$ cat src/rtl/ethpipe_pkg.sv
// Shared types and constants for the ethpipe receive-slot scheduler.
package ethpipe_pkg;

    localparam int LEN_W = 12;
    localparam int TS_W  = 32;

    typedef enum logic [1:0] {
        ST_ARMED,
        ST_GUARD,
        ST_WAIT_FREE
    } rx_state_e;

    typedef struct packed {
        logic [LEN_W-1:0] len;
        logic [TS_W-1:0]  ts;
    } rx_desc_t;

    function automatic logic [15:0] sat_inc16(input logic [15:0] v);
        return (v == 16'hFFFF) ? v : v + 16'd1;
    endfunction

endpackage

$ cat src/rtl/ethpipe_irq_coal.sv
// Interrupt coalescer: fires on a pending-count threshold or after a quiet
// period with frames still pending; level output cleared by acknowledge.
module ethpipe_irq_coal
    import ethpipe_pkg::*;
#(
    parameter int SLOT_AW = 2
) (
    input  logic             clk_i,
    input  logic             rst_ni,
    input  logic [SLOT_AW:0] count_i,
    input  logic             rx_complete_i,
    input  logic [SLOT_AW:0] irq_thresh_i,
    input  logic [15:0]      irq_timeout_i,
    input  logic             irq_ack_i,
    output logic             irq_o
);

    logic [15:0] idle_q, idle_d;
    logic        irq_q, irq_d;
    logic        fire;

    // Quiet-time counter and interrupt set/clear decision.
    always_comb begin
        idle_d = idle_q;
        if (rx_complete_i || irq_ack_i || (count_i == '0)) begin
            idle_d = '0;
        end else begin
            idle_d = sat_inc16(idle_q);
        end

        fire = ((irq_thresh_i != '0) && (count_i >= irq_thresh_i)) ||
               ((irq_timeout_i != '0) && (count_i != '0) && (idle_q == irq_timeout_i));

        irq_d = irq_q;
        if (irq_ack_i) begin
            irq_d = 1'b0;
        end else if (fire) begin
            irq_d = 1'b1;
        end
    end

    // Coalescer state registers.
    always_ff @(posedge clk_i or negedge rst_ni) begin
        if (!rst_ni) begin
            idle_q <= '0;
            irq_q  <= 1'b0;
        end else begin
            idle_q <= idle_d;
            irq_q  <= irq_d;
        end
    end

    assign irq_o = irq_q;

endmodule

$ cat src/rtl/ethpipe_rx_slot_sched.sv
// Receive slot ring scheduler: grants the GMII receiver the next free slot,
// captures per-slot descriptors and presents the oldest filled slot to the host.
module ethpipe_rx_slot_sched
    import ethpipe_pkg::*;
#(
    parameter int SLOTS     = 4,
    parameter int SLOT_AW   = 2,
    parameter int GUARD_CYC = 4
) (
    input  logic               pci_clk,
    input  logic               sys_rst_n,
    input  logic               rx_complete,
    input  logic [LEN_W-1:0]   rx_frame_len,
    input  logic [TS_W-1:0]    rx_timestamp,
    output logic               rx_empty,
    output logic [SLOT_AW-1:0] rx_wr_slot,
    output logic               host_valid,
    output logic [SLOT_AW-1:0] host_rd_slot,
    output logic [LEN_W-1:0]   host_len,
    output logic [TS_W-1:0]    host_ts,
    input  logic               host_release,
    input  logic [SLOT_AW:0]   irq_thresh,
    input  logic [15:0]        irq_timeout,
    output logic               irq,
    input  logic               irq_ack,
    output logic [15:0]        full_events,
    output logic [1:0]         proto_err
);

    localparam int GW = (GUARD_CYC > 1) ? $clog2(GUARD_CYC) : 1;
    localparam logic [SLOT_AW:0] PTR_ONE  = 1;
    localparam logic [SLOT_AW:0] PTR_FULL = SLOTS[SLOT_AW:0];

    rx_state_e        state_q, state_d;
    logic [GW-1:0]    guard_q, guard_d;
    logic [SLOT_AW:0] wr_q, wr_d, rd_q, rd_d;
    logic [SLOT_AW:0] count;
    logic [15:0]      full_q, full_d;
    logic [1:0]       perr_q, perr_d;
    logic             rx_empty_q;
    logic             is_full;
    logic             accept;
    rx_desc_t         desc_q [SLOTS];
    rx_desc_t         rd_desc;

    // Slot state machine, pointer updates and sticky error capture.
    always_comb begin
        state_d = state_q;
        guard_d = guard_q;
        wr_d    = wr_q;
        rd_d    = rd_q;
        full_d  = full_q;
        perr_d  = perr_q;

        count   = wr_q - rd_q;
        is_full = (count == PTR_FULL);
        accept  = rx_complete && (state_q == ST_ARMED);

        if (host_release) begin
            if (count != '0) begin
                rd_d = rd_q + PTR_ONE;
            end else begin
                perr_d[1] = 1'b1;
            end
        end
        if (rx_complete && (state_q != ST_ARMED)) begin
            perr_d[0] = 1'b1;
        end

        case (state_q)
            ST_ARMED: begin
                if (rx_complete) begin
                    wr_d    = wr_q + PTR_ONE;
                    guard_d = GW'(GUARD_CYC - 1);
                    state_d = ST_GUARD;
                end
            end
            ST_GUARD: begin
                if (guard_q != '0) begin
                    guard_d = guard_q - GW'(1);
                end else if (is_full) begin
                    state_d = ST_WAIT_FREE;
                    full_d  = sat_inc16(full_q);
                end else begin
                    state_d = ST_ARMED;
                end
            end
            ST_WAIT_FREE: begin
                if (!is_full) begin
                    state_d = ST_ARMED;
                end
            end
            default: state_d = ST_ARMED;
        endcase
    end

    // Control state registers; rx_empty is registered from the next state.
    always_ff @(posedge pci_clk or negedge sys_rst_n) begin
        if (!sys_rst_n) begin
            state_q    <= ST_ARMED;
            guard_q    <= '0;
            wr_q       <= '0;
            rd_q       <= '0;
            full_q     <= '0;
            perr_q     <= '0;
            rx_empty_q <= 1'b1;
        end else begin
            state_q    <= state_d;
            guard_q    <= guard_d;
            wr_q       <= wr_d;
            rd_q       <= rd_d;
            full_q     <= full_d;
            perr_q     <= perr_d;
            rx_empty_q <= (state_d == ST_ARMED);
        end
    end

    // Descriptor capture on each accepted completion; contents are not reset.
    always_ff @(posedge pci_clk) begin
        if (accept) begin
            desc_q[wr_q[SLOT_AW-1:0]] <= rx_desc_t'{len: rx_frame_len, ts: rx_timestamp};
        end
    end

    ethpipe_irq_coal #(
        .SLOT_AW(SLOT_AW)
    ) u_irq_coal (
        .clk_i         (pci_clk),
        .rst_ni        (sys_rst_n),
        .count_i       (count),
        .rx_complete_i (rx_complete),
        .irq_thresh_i  (irq_thresh),
        .irq_timeout_i (irq_timeout),
        .irq_ack_i     (irq_ack),
        .irq_o         (irq)
    );

    // Host view is masked to zero while the ring is empty, since descriptors are never reset.
    assign rd_desc      = desc_q[rd_q[SLOT_AW-1:0]];
    assign host_valid   = (wr_q != rd_q);
    assign host_rd_slot = rd_q[SLOT_AW-1:0];
    assign host_len     = host_valid ? rd_desc.len : '0;
    assign host_ts      = host_valid ? rd_desc.ts  : '0;
    assign rx_wr_slot   = wr_q[SLOT_AW-1:0];
    assign rx_empty     = rx_empty_q;
    assign full_events  = full_q;
    assign proto_err    = perr_q;

endmodule

$ cat config.mk
export PLATFORM = sky130hd
export DESIGN_NAME = ethpipe_rx_slot_sched
export DESIGN_NICKNAME = d
export VERILOG_FILES = /design/src/rtl/ethpipe_pkg.sv /design/src/rtl/ethpipe_irq_coal.sv /design/src/rtl/ethpipe_rx_slot_sched.sv
export SDC_FILE = /design/constraint.sdc
export NUM_CORES = 1
export LEC_CHECK = 0
export ABC_AREA = 1
export CORE_MARGIN = 3
export CORE_UTILIZATION = 55
export DETAILED_ROUTE_END_ITERATION = 7
export PLACE_DENSITY = 0.77
export REMOVE_ABC_BUFFERS = 1
export SETUP_SLACK_MARGIN = 0.02
export SKIP_CTS_REPAIR_TIMING = 1
export SLEW_MARGIN = 10
export SYNTH_ARGS = -nofsm -noshare
export SYNTH_HDL_FRONTEND = slang
export SYNTH_SLANG_ARGS = --single-unit
$ cat constraint.sdc
create_clock -name pci_clk -period 4.15 [get_ports pci_clk]
set_input_delay 0.6225 -clock pci_clk [delete_from_list [all_inputs] [get_ports pci_clk]]
set_output_delay 0.6225 -clock pci_clk [all_outputs]
set_load 0.02 [all_outputs]
Word level (Yosys, flattened, before mapping)
Memory sizes are Yosys's and may differ from the RTL's.
Index checks and enable logic that the tools add are counted.
{"block": "totals", "ff_bits": 46, "latchBits": 0, "mem_bits_rw": 176, "rom_bits": 0, "inputBits": 68, "output_inout_bits": 69, "word_cells": 70, "mem_count": 1}
{"name": "desc_q", "words": 4, "word_bits": 44, "read_ports": 1, "rd_ports_with_merged_regs": 0, "write_ports": 1, "line": "ethpipe_rx_slot_sched.sv:43", "rtl": "rx_desc_t desc_q [SLOTS];"}
{"block": "classes", "addsub": 6, "multipliers": 0, "div": 0, "magnitude_cmp": 1, "eq_ne": 10, "shift": 0, "muxes": 16, "bitwise": 3, "reduce_logical": 23}
{"cell": "$add A16 B1 Y16 const B", "n": 2}
{"cell": "$eq A16 B16 Y1 const B", "n": 2}
{"cell": "$mux W16", "n": 2}
{"cell": "$mux W32", "n": 1}
{"cell": "$eq A16 B16 Y1", "n": 1}
{"cell": "$reduce_bool A16 Y1", "n": 1}
{"cell": "$mux W12", "n": 1}
{"cell": "$mux W2", "n": 6}
{"cell": "$reduce_bool A2 Y1", "n": 4}
{"cell": "$add A3 B1 Y3 const B", "n": 2}
{"cell": "$pmux W2 S3", "n": 1}
{"cell": "$reduce_and A2 Y1", "n": 3}
{"cell": "$reduce_bool A3 Y1", "n": 2}
{"cell": "$logic_and A1 B1 Y1", "n": 5}
{"cell": "$logic_not A2 Y1", "n": 2}
{"cell": "$mux W1", "n": 4}
{"cell": "$ne A2 B2 Y1 const B", "n": 2}
{"cell": "$pmux W2 S2", "n": 1}
{"cell": "$reduce_and A4 Y1", "n": 1}
{"cell": "$eq A3 B3 Y1 const B", "n": 1}
{"cell": "$ge A3 B3 Y1", "n": 1}
{"cell": "$logic_not A3 Y1", "n": 1}
{"cell": "$logic_or A1 B1 Y1", "n": 3}
{"cell": "$ne A3 B3 Y1", "n": 1}
{"cell": "7 further kinds", "n": 9}

Depth between registers and ports, before layout
Gate-level depths: netlist of run 1.
{"block": "depth", "ltp_word": 7, "depth_mapped": 13, "ltp_nobuf": 13}

By module
Synthesis of run 1 repeated with hierarchy kept, for this count alone.
{"block": "hier_totals", "cells_unflattened": 984, "hier_area_um2": 10017.1}
{"mod": "ethpipe_rx_slot_sched", "instances": 1, "cells_each": 766, "area_per_inst_um2": 8605.8, "seq_area_each_um2": 6012.0}
{"mod": "ethpipe_irq_coal", "instances": 1, "cells_each": 218, "area_per_inst_um2": 1411.4, "seq_area_each_um2": 425.4}

Worst setup path after synthesis of run 1
OpenSTA, ideal clock, no wires.
{"block": "synth_timing", "path_kind": "input-to-reg", "from": "input port rx_complete", "to": "memory desc_q[3][0] (netlist bit) (enable)", "setup_time_ns": 0.448, "arrival_ns": 2.702, "required_ns": 3.702, "path_slack_ns": 1.000, "path_stages": 2, "n_path_buf": 0, "cell_sequence": "nand2_1 nor2_1"}
{"block": "synth_via", "elab_chain_len": 3}
{"item": "from (decl)", "line": "ethpipe_rx_slot_sched.sv:12", "rtl": "input logic rx_complete,"}
{"item": "$logic_and A1 B1 Y1", "line": "ethpipe_rx_slot_sched.sv:57", "rtl": "accept = rx_complete && (state_q == ST_ARMED);"}
{"item": "$mux W1", "line": "ethpipe_rx_slot_sched.sv:120", "rtl": "if (accept) begin"}
{"item": "$mux W1 (not written as such)", "line": "ethpipe_rx_slot_sched.sv:121", "rtl": "desc_q[wr_q[SLOT_AW-1:0]] <= rx_desc_t'{len: rx_frame_len, ts: rx_timestamp};"}
{"item": "to (decl)", "line": "ethpipe_rx_slot_sched.sv:43"}
Every way passes these cells.

Final worst setup path of run 1
{"block": "layout_timing", "from": "register rd_q[0]", "to": "output port host_ts[9]"}
{"block": "layout_via", "elab_chain_len": 2, "elab_cells_between_ends": 3, "classes_between": "1 x eq/ne; 1 x mux; 1 x memory"}
{"item": "from (decl)", "line": "ethpipe_rx_slot_sched.sv:36", "rtl": "logic [SLOT_AW:0] wr_q, wr_d, rd_q, rd_d;"}
{"item": "from (signal assigned)", "line": "ethpipe_rx_slot_sched.sv:111", "rtl": "rd_q <= rd_d;"}
{"item": "$mem_v2 Z4 W44 / $ne A3 B3 Y1 (equally long branches)"}
{"item": "$mux W32 *", "line": "ethpipe_rx_slot_sched.sv:143", "rtl": "assign host_ts = host_valid ? rd_desc.ts : '0;"}
{"item": "to (decl)", "line": "ethpipe_rx_slot_sched.sv:20", "rtl": "output logic [TS_W-1:0] host_ts,"}
Mark *: on every way between the ends. The rest lies on a longest branch, timed or not.

==> metrics.sh, run 1 <==
DETAILED_PLACE_HPWL_UM=12670
PLACEMENT.SETUP.WORST_SLACK_PS=1182
POWER.SWITCHING_mW=3.212
FINALWEIGHTEDCONGESTION=0.8465
SYNTH.LARGEST_AREA_CELL='sky130_fd_sc_hd__edfxtp_1'
GLOBALROUTEOVERFLOWTOTAL=0
SYN2LAYOUT_AREA_GROWTH_PCT=24.36
WL_UM=20730
HOLD_VIO_CNT_FINAL=0
POWER.SWITCHING_FRACTION=0.3726
DRIVE_GT1_FRAC=0.06309
STD_CELL_ROWS=48
IOS=137
UNREPAIRED_SETUP_ENDPOINTS_AFTER_GLOBAL_ROUTING='no'
FINISH.NET_COUNT=1127
INTPOWER_mW=5.407
PERIOD_UTILISATION_LAYOUT=0.8417
FLOORPLAN.DIE.WIDTH_UM=139
ROUTE.DETAILED.DRC=0
FINALWORSTPATHREQUIREDPERIOD_PS=3493
MAXIMUM_NUMBER_OF_PINS_ON_ONE_NET_BEFORE_GLOBAL_ROUTE_REPAIR=91
YS_WARN_COUNT=0
CLOCK_TREE_FROM_TRITONCTS='done'
SYNTH_ASYNC_SR_FLOP_SHARE=0.2072
STARTPOINT_TYPE_OF_THE_WORST_SETUP_PATH='flip-flop'
POWER_DENSITY_nW_PER_UM2=712.3
FP.DIEAREA_SQ_UM=19320
FINAL_MAX_SLEW_VIOL_COUNT=0
CTS-ROOT-TO-SINK-BUFFERS=3
WORST_CLOCK_SKEW_PS=11.29
SYNTH-EDFF-COUNT=176
N_ANTENNA_CELL=0
SYNTH.MOST_COMMON_CELL='sky130_fd_sc_hd__nor2_1'
REQUIRED_PS=3530
COMB_POWER_FRAC=0.436
CTS_ROOT_BUFFER='sky130_fd_sc_hd__clkbuf_16'
PATH_MAX_FANOUT=90
CP-END-KIND='primary output'
STARTING_DENSITY_OF_THE_CORE=0.5625
SYNTHTOPCELLSBYCOUNT='sky130_fd_sc_hd__nor2_1, sky130_fd_sc_hd__edfxtp_1, sky130_fd_sc_hd__nand2_1'
TRITONCTS_NUM_SINKS=222
WORSTMARGINPINSLEW_PS=1002
WORST-SETUP-PATH-TYPE='flip-flop to primary output'
POSTSYNTHREGISTERBITS=222
SEQUENTIAL_CELL_AREA_SQ_UM=6440
FIRST_GLOBAL_VIAS=6670
FIN_HOLD_WS_PS=281.1
MAX_SLEW_MARGIN=0.3321
HOLD_CLASS='input pin to asynchronous set/reset pin'
SYNTH-MAIN-FF-CELL='sky130_fd_sc_hd__edfxtp_1'
NUMBER_OF_ANTENNA_VIOLATIONS_AT_THE_FIRST_CHECK_IN_GLOBAL_ROUTING=0
GRT_USAGE=0.2132
WORST-R2R-CELL-COUNT=9
HTREE_NUM_LEVELS=1
DETAILEDROUTE.FIRSTPASSITERATIONCOUNT=4
CRIT_ARRIVAL_PS=2870
FILL_CELLS=1291
NETLIST_AREA_PRE_PLACE_SQ_UM=9729
NUMBER_OF_MAX_CAPACITANCE_VIOLATIONS_REPORTED=0
TOTALNEGATIVESETUPSLACK_PS=0
POST_SYNTH.CELL_AREA_AVG_SQ_UM=10.64
FLOORPLAN.CORE_AREA_SQ_UM=17300
DETAIL_ROUTE.VIAS_PER_CELL=5.355
CTS-BUFFERS-INSERTED=23
NUM_VIAS=6892
POWER_FRAC_SEQ=0.325
DETAIL-ROUTE-ANTENNA-NETS=0
MULTI_INPUT_AREA_SQ_UM=2938
LEAK_PWR_nW=4.395
SETUP_VIOL=0
DIE-HEIGHT_UM=139
MAXIMUM_VDD_IR_DROP_mV=0.5002
PATH_CLK_SLEW_PS=60
POST_SYNTH_MAIN_AREA_CONTRIBUTORS='sky130_fd_sc_hd__edfxtp_1, sky130_fd_sc_hd__dfrtp_1, sky130_fd_sc_hd__nor2_1'
PORTBUFFERS=136
SYNTH_SEQUENTIAL_AREA_RATIO=0.6617
CLOCK_LATENCY_ON_THE_WORST_SKEW_PAIR_PS=510
SYNTH_CELL_TYPES=36
DRT_ITER0_DRC=558
LAYOUT_SETUP_WS_PS=656.8
SYN-INSTANCE-COUNT=914
FINAL_CORE_UTIL=0.6995
GRT_PASS1_WL_UM=33760
SYNTH.TOP_CELL.AREA_SHARE=0.5432
ROUTEDWLPERCELL_UM=16.10
FMAX_GHz=0.2863
RELATIVE_CONTRIBUTION_OF_THE_CLOCK_NETWORK_TO_TOTAL_POWER=0.239
RUN_STATUS='complete, no violations'
-- power by group through the flow --
| stage | registers, mW | logic [mW] | clock network, mW |
|---|---|---|---|
| after floorplan | 3.01 | 1.96 | 0 |
| after global placement | 2.84 | 3.73 | 0 |
| after detailed placement | 2.84 | 3.78 | 0 |
| after CTS | 2.80 | 3.80 | 2.10 |
| after global routing | 2.83 | 4.12 | 2.20 |
| final | 2.80 | 3.76 | 2.06 |
-- worst max-delay path, cell delays in order, from the launching register on --
cell	delay [ps]
sky130_fd_sc_hd__dfrtp_2	380
sky130_fd_sc_hd__buf_4	740
sky130_fd_sc_hd__nor2_1	110
sky130_fd_sc_hd__nor2_1	120
sky130_fd_sc_hd__o21ai_0	100
sky130_fd_sc_hd__a21oi_1	220
sky130_fd_sc_hd__clkdlybuf4s50_1	640
-- cell usage in the layout, fill, tap and decap left out, drive strengths merged, types with 25 or more instances in the layout --
cell type        n
nand3           26
edfxtp         176
dfrtp           45
clkbuf          25
a21oi           57
clkdlybuf4s50  135
nand2          107
inv             55
o21ai          107
nor2           233
-- cells by family (layout without fill, tap and decap cells) --
| kind of cell | count (synthesis) | in the layout | synth area share |
|---|---|---|---|
| compound gates | 171 | 171 | 0.09028 |
| xor+xnor | 37 | 37 | 0.03331 |
| flops | 222 | 222 | 0.6617 |
| buf+inv | 93 | 241 | 0.03948 |
| fa+ha+maj | 14 | 14 | 0.01878 |
| simple gates | 377 | 377 | 0.1565 |
-- stage by stage --
stage	std cells	total power [mW]	cell area, sq um
floorplan	874	4.974	9544
global placement	1245	6.565	11330
detailed placement	1245	6.622	11330
CTS	1287	8.699	12100
global route	1287	9.142	12100
finish	1287	8.619	12100
-- state kept, by name, indices dropped and copies added, names as in the netlist --
| name | flops |
|---|---|
| rd_q | 3 |
| desc_q | 176 |
| proto_err | 2 |
| u_irq_coal.irq_o | 1 |
| rx_empty | 1 |
| guard_q | 2 |
| u_irq_coal.idle_q | 16 |
| wr_q | 3 |
| full_events | 16 |
| state_q | 2 |
-- layer usage --
metal  part of all wire  vias up  global-route usage
met2               0.48      243              0.3516
met1               0.42     3257              0.2943
met4              0.021        0             0.04995
met5                  0        -                   0
li1                   -     3360                   -
met3              0.079       32             0.04586
-- cell type report --
class                   instances  share of cell area
multi-input cells             599              0.2428
clock buffers                  25             0.04819
flip-flops and latches        222              0.5323
clock inverters                17             0.01562
well taps                     225             0.02327
repair buffers                146              0.1214
inverters                      53             0.01644
-- path summary, 6_finish.rpt --
check	from	to	slack [ps]
worst max-delay path	rd_q[0]	host_ts[9]	660
worst max register to register	rd_q[1]	u_irq_coal.idle_q[0]	1160
worst min register to register	proto_err[1]	proto_err[1]	480
worst min-delay path	sys_rst_n	full_events[9]	280
min in group pci_clk	proto_err[1]	proto_err[1]	480
max in group asynchronous	sys_rst_n	rd_q[0]	3180
Power figures use the tool's default switching activity.
==> inputs of run 2 (changes only) <==
- CORE_UTILIZATION: 55 -> 49
- PLACE_DENSITY: 0.77 -> 0.73
- clock period: 4.15 -> 2.88 ns (I/O delays scaled with it)
==> metrics.sh, run 2 (synthesis gave the netlist of run 1 again) <==
MAXIMUM_VDD_IR_DROP_mV=0.5211
FP.DIEAREA_SQ_UM=21580
STARTPOINT_TYPE_OF_THE_WORST_SETUP_PATH='flip-flop'
DRIVE_GT1_FRAC=0.08063
FILL_CELLS=1447
LARGEST_REG_FLOPS=176
ROUTE.DETAILED.DRC=0
PORTBUFFERS=136
N_ANTENNA_CELL=0
MAXIMUM_NUMBER_OF_PINS_ON_ONE_NET_BEFORE_GLOBAL_ROUTE_REPAIR=47
LAYOUT.CELLS.NON_FILLER=1339
DRT_ITER0_DRC=357
ROUTEDWLPERCELL_UM=16.28
TRITONCTS_NUM_SINKS=222
PLACED_CELLS=1293
STD_CELL_ROWS=50
STARTING_DENSITY_OF_THE_CORE=0.5099
PERIOD_UTILISATION_LAYOUT=0.9503
NUM_VIAS=6895
DETAIL-ROUTE-ANTENNA-NETS=0
LAYOUT.CELLS.MOST_COMMON='sky130_fd_sc_hd__nor2_1'
DETAIL_ROUTE.VIAS_PER_CELL=5.149
LEAK_PWR_nW=4.939
FIN_HOLD_WS_PS=-12.84
GLOBALROUTEOVERFLOWTOTAL=0
WORST_CLOCK_SKEW_PS=10.04
POWER_DENSITY_nW_PER_UM2=1010
IOS=137
HTREE_NUM_LEVELS=1
CTS_ROOT_BUFFER='sky130_fd_sc_hd__clkbuf_16'
DETAILEDROUTE.FIRSTPASSITERATIONCOUNT=4
WORST-SETUP-PATH-TYPE='flip-flop to primary output'
GRT_USAGE=0.1983
CLOCK_TREE_FROM_TRITONCTS='done'
FINISH.NET_COUNT=1142
MOST-COMMON-LAYOUT-CELLS='sky130_fd_sc_hd__nor2_1, sky130_fd_sc_hd__edfxtp_1, sky130_fd_sc_hd__nand2_1, sky130_fd_sc_hd__o21ai_0, sky130_fd_sc_hd__clkdlybuf4s50_1'
FINAL_MAX_SLEW_VIOL_COUNT=0
CP-END-KIND='primary output'
GRT_PASS1_WL_UM=34620
FLOORPLAN.CORE_AREA_SQ_UM=19080
FINALWEIGHTEDCONGESTION=0.8401
CRIT_ARRIVAL_PS=2300
PATH_MAX_FANOUT=44
WORSTMARGINPINSLEW_PS=766.1
REQUIRED_PS=2450
CLOCK_LATENCY_ON_THE_WORST_SKEW_PAIR_PS=530
NUMBER_OF_ANTENNA_VIOLATIONS_AT_THE_FIRST_CHECK_IN_GLOBAL_ROUTING=1
FMAX_GHz=0.3654
CTS-ROOT-TO-SINK-BUFFERS=3
FINALPOWER_mW=12.54
FINALWORSTPATHREQUIREDPERIOD_PS=2737
NUMBER_OF_MAX_CAPACITANCE_VIOLATIONS_REPORTED=0
FAILED_CHECKS='negative hold slack'
CTS-BUFFERS-INSERTED=25
SYN2LAYOUT_AREA_GROWTH_PCT=27.66
DETAILED_PLACE_HPWL_UM=13620
FIRST_GLOBAL_VIAS=6691
WL_UM=21800
SETUP_VIOL=0
MAX_SLEW_MARGIN=0.4893
HOLD_CLASS='input pin to asynchronous set/reset pin'
PATH_CLK_SLEW_PS=60
UNREPAIRED_SETUP_ENDPOINTS_AFTER_GLOBAL_ROUTING='no'
HOLD_VIO_CNT_FINAL=29
RUN_STATUS='finished, violations left'
FLOORPLAN.DIE.WIDTH_UM=146.9
DIE-HEIGHT_UM=146.9
run 2: changes by cell type in the layout (fill, tap and decap cells not counted), moves of 2 or more:
cell	before	now
sky130_fd_sc_hd__clkdlybuf4s50_1	135	91
sky130_fd_sc_hd__dlymetal6s2s_1	0	41
sky130_fd_sc_hd__buf_4	7	13
sky130_fd_sc_hd__buf_12	3	8
sky130_fd_sc_hd__clkbuf_2	0	3
sky130_fd_sc_hd__buf_6	0	2
sky130_fd_sc_hd__bufinv_16	3	1
sky130_fd_sc_hd__clkbuf_1	2	4
sky130_fd_sc_hd__clkbuf_16	23	25
sky130_fd_sc_hd__clkinv_2	2	4
sky130_fd_sc_hd__clkinv_4	2	4
run 2: routing by layer:
layer  GRT usage  wire [um]  part of all wire
met1      0.2631       9447              0.43
met2      0.3358      10740              0.49
met3     0.04565       1240             0.057
met4     0.04613        371             0.017
met5           0          7           0.00032
run 2: worst paths after layout:
kind	start	slack [ps]	end	cells after the start
min in group pci_clk	irq_ack	490	u_irq_coal.irq_o	2
hold reg to reg	proto_err[1]	490	proto_err[1]	1
hold / removal	sys_rst_n	-10	full_events[11]	1
setup / recovery	wr_q[0]	140	host_len[6]	7
max in group asynchronous	sys_rst_n	2280	u_irq_coal.idle_q[12]	2
setup reg to reg	wr_q[0]	470	u_irq_coal.irq_o	13
run 2: worst max-delay path, stage by stage (launching register included):
cell and delay, ps:
sky130_fd_sc_hd__dfrtp_1 390, sky130_fd_sc_hd__inv_1 110, sky130_fd_sc_hd__ha_1 340, sky130_fd_sc_hd__nand4_1 120, sky130_fd_sc_hd__clkinv_1 110, sky130_fd_sc_hd__buf_12 200
sky130_fd_sc_hd__a21oi_1 260, sky130_fd_sc_hd__clkbuf_2 230
run 2: layout make-up:
class                           count  area (sq um)  share of cell area
Multi-Input combinational cell    599          2942              0.2368
Tap cell                          260         325.3             0.02619
Clock buffer                       29         640.6             0.05158
Sequential cell                   222          6442              0.5187
Timing Repair Buffer              159          1724              0.1388
Inverter                           53         198.9             0.01602
Clock inverter                     17         147.6             0.01189
run 2: where the power goes:
part / switching (mW) / internal (mW)
logic: 3.36 / 2.17
clock network: 1.26 / 1.72
registers: 0.136 / 3.90
total: 4.76 / 7.78
run 2: through the flow:
step	instance area, sq um	setup TNS, ps	hold WS [ps]	utilization	worst slack, ps
2_1_floorplan	9544	-123240	136.4	-	-1331
3_3_place_gp	11530	0	461.9	0.6045	287.0
3_5_place_dp	11530	0	471.2	0.6045	278.6
4_1_cts	12320	-9518	-7.628	0.6458	-305.1
5_1_grt	12420	0	26.41	0.6510	29.52
6_report	12420	0	-12.84	0.6510	143.1
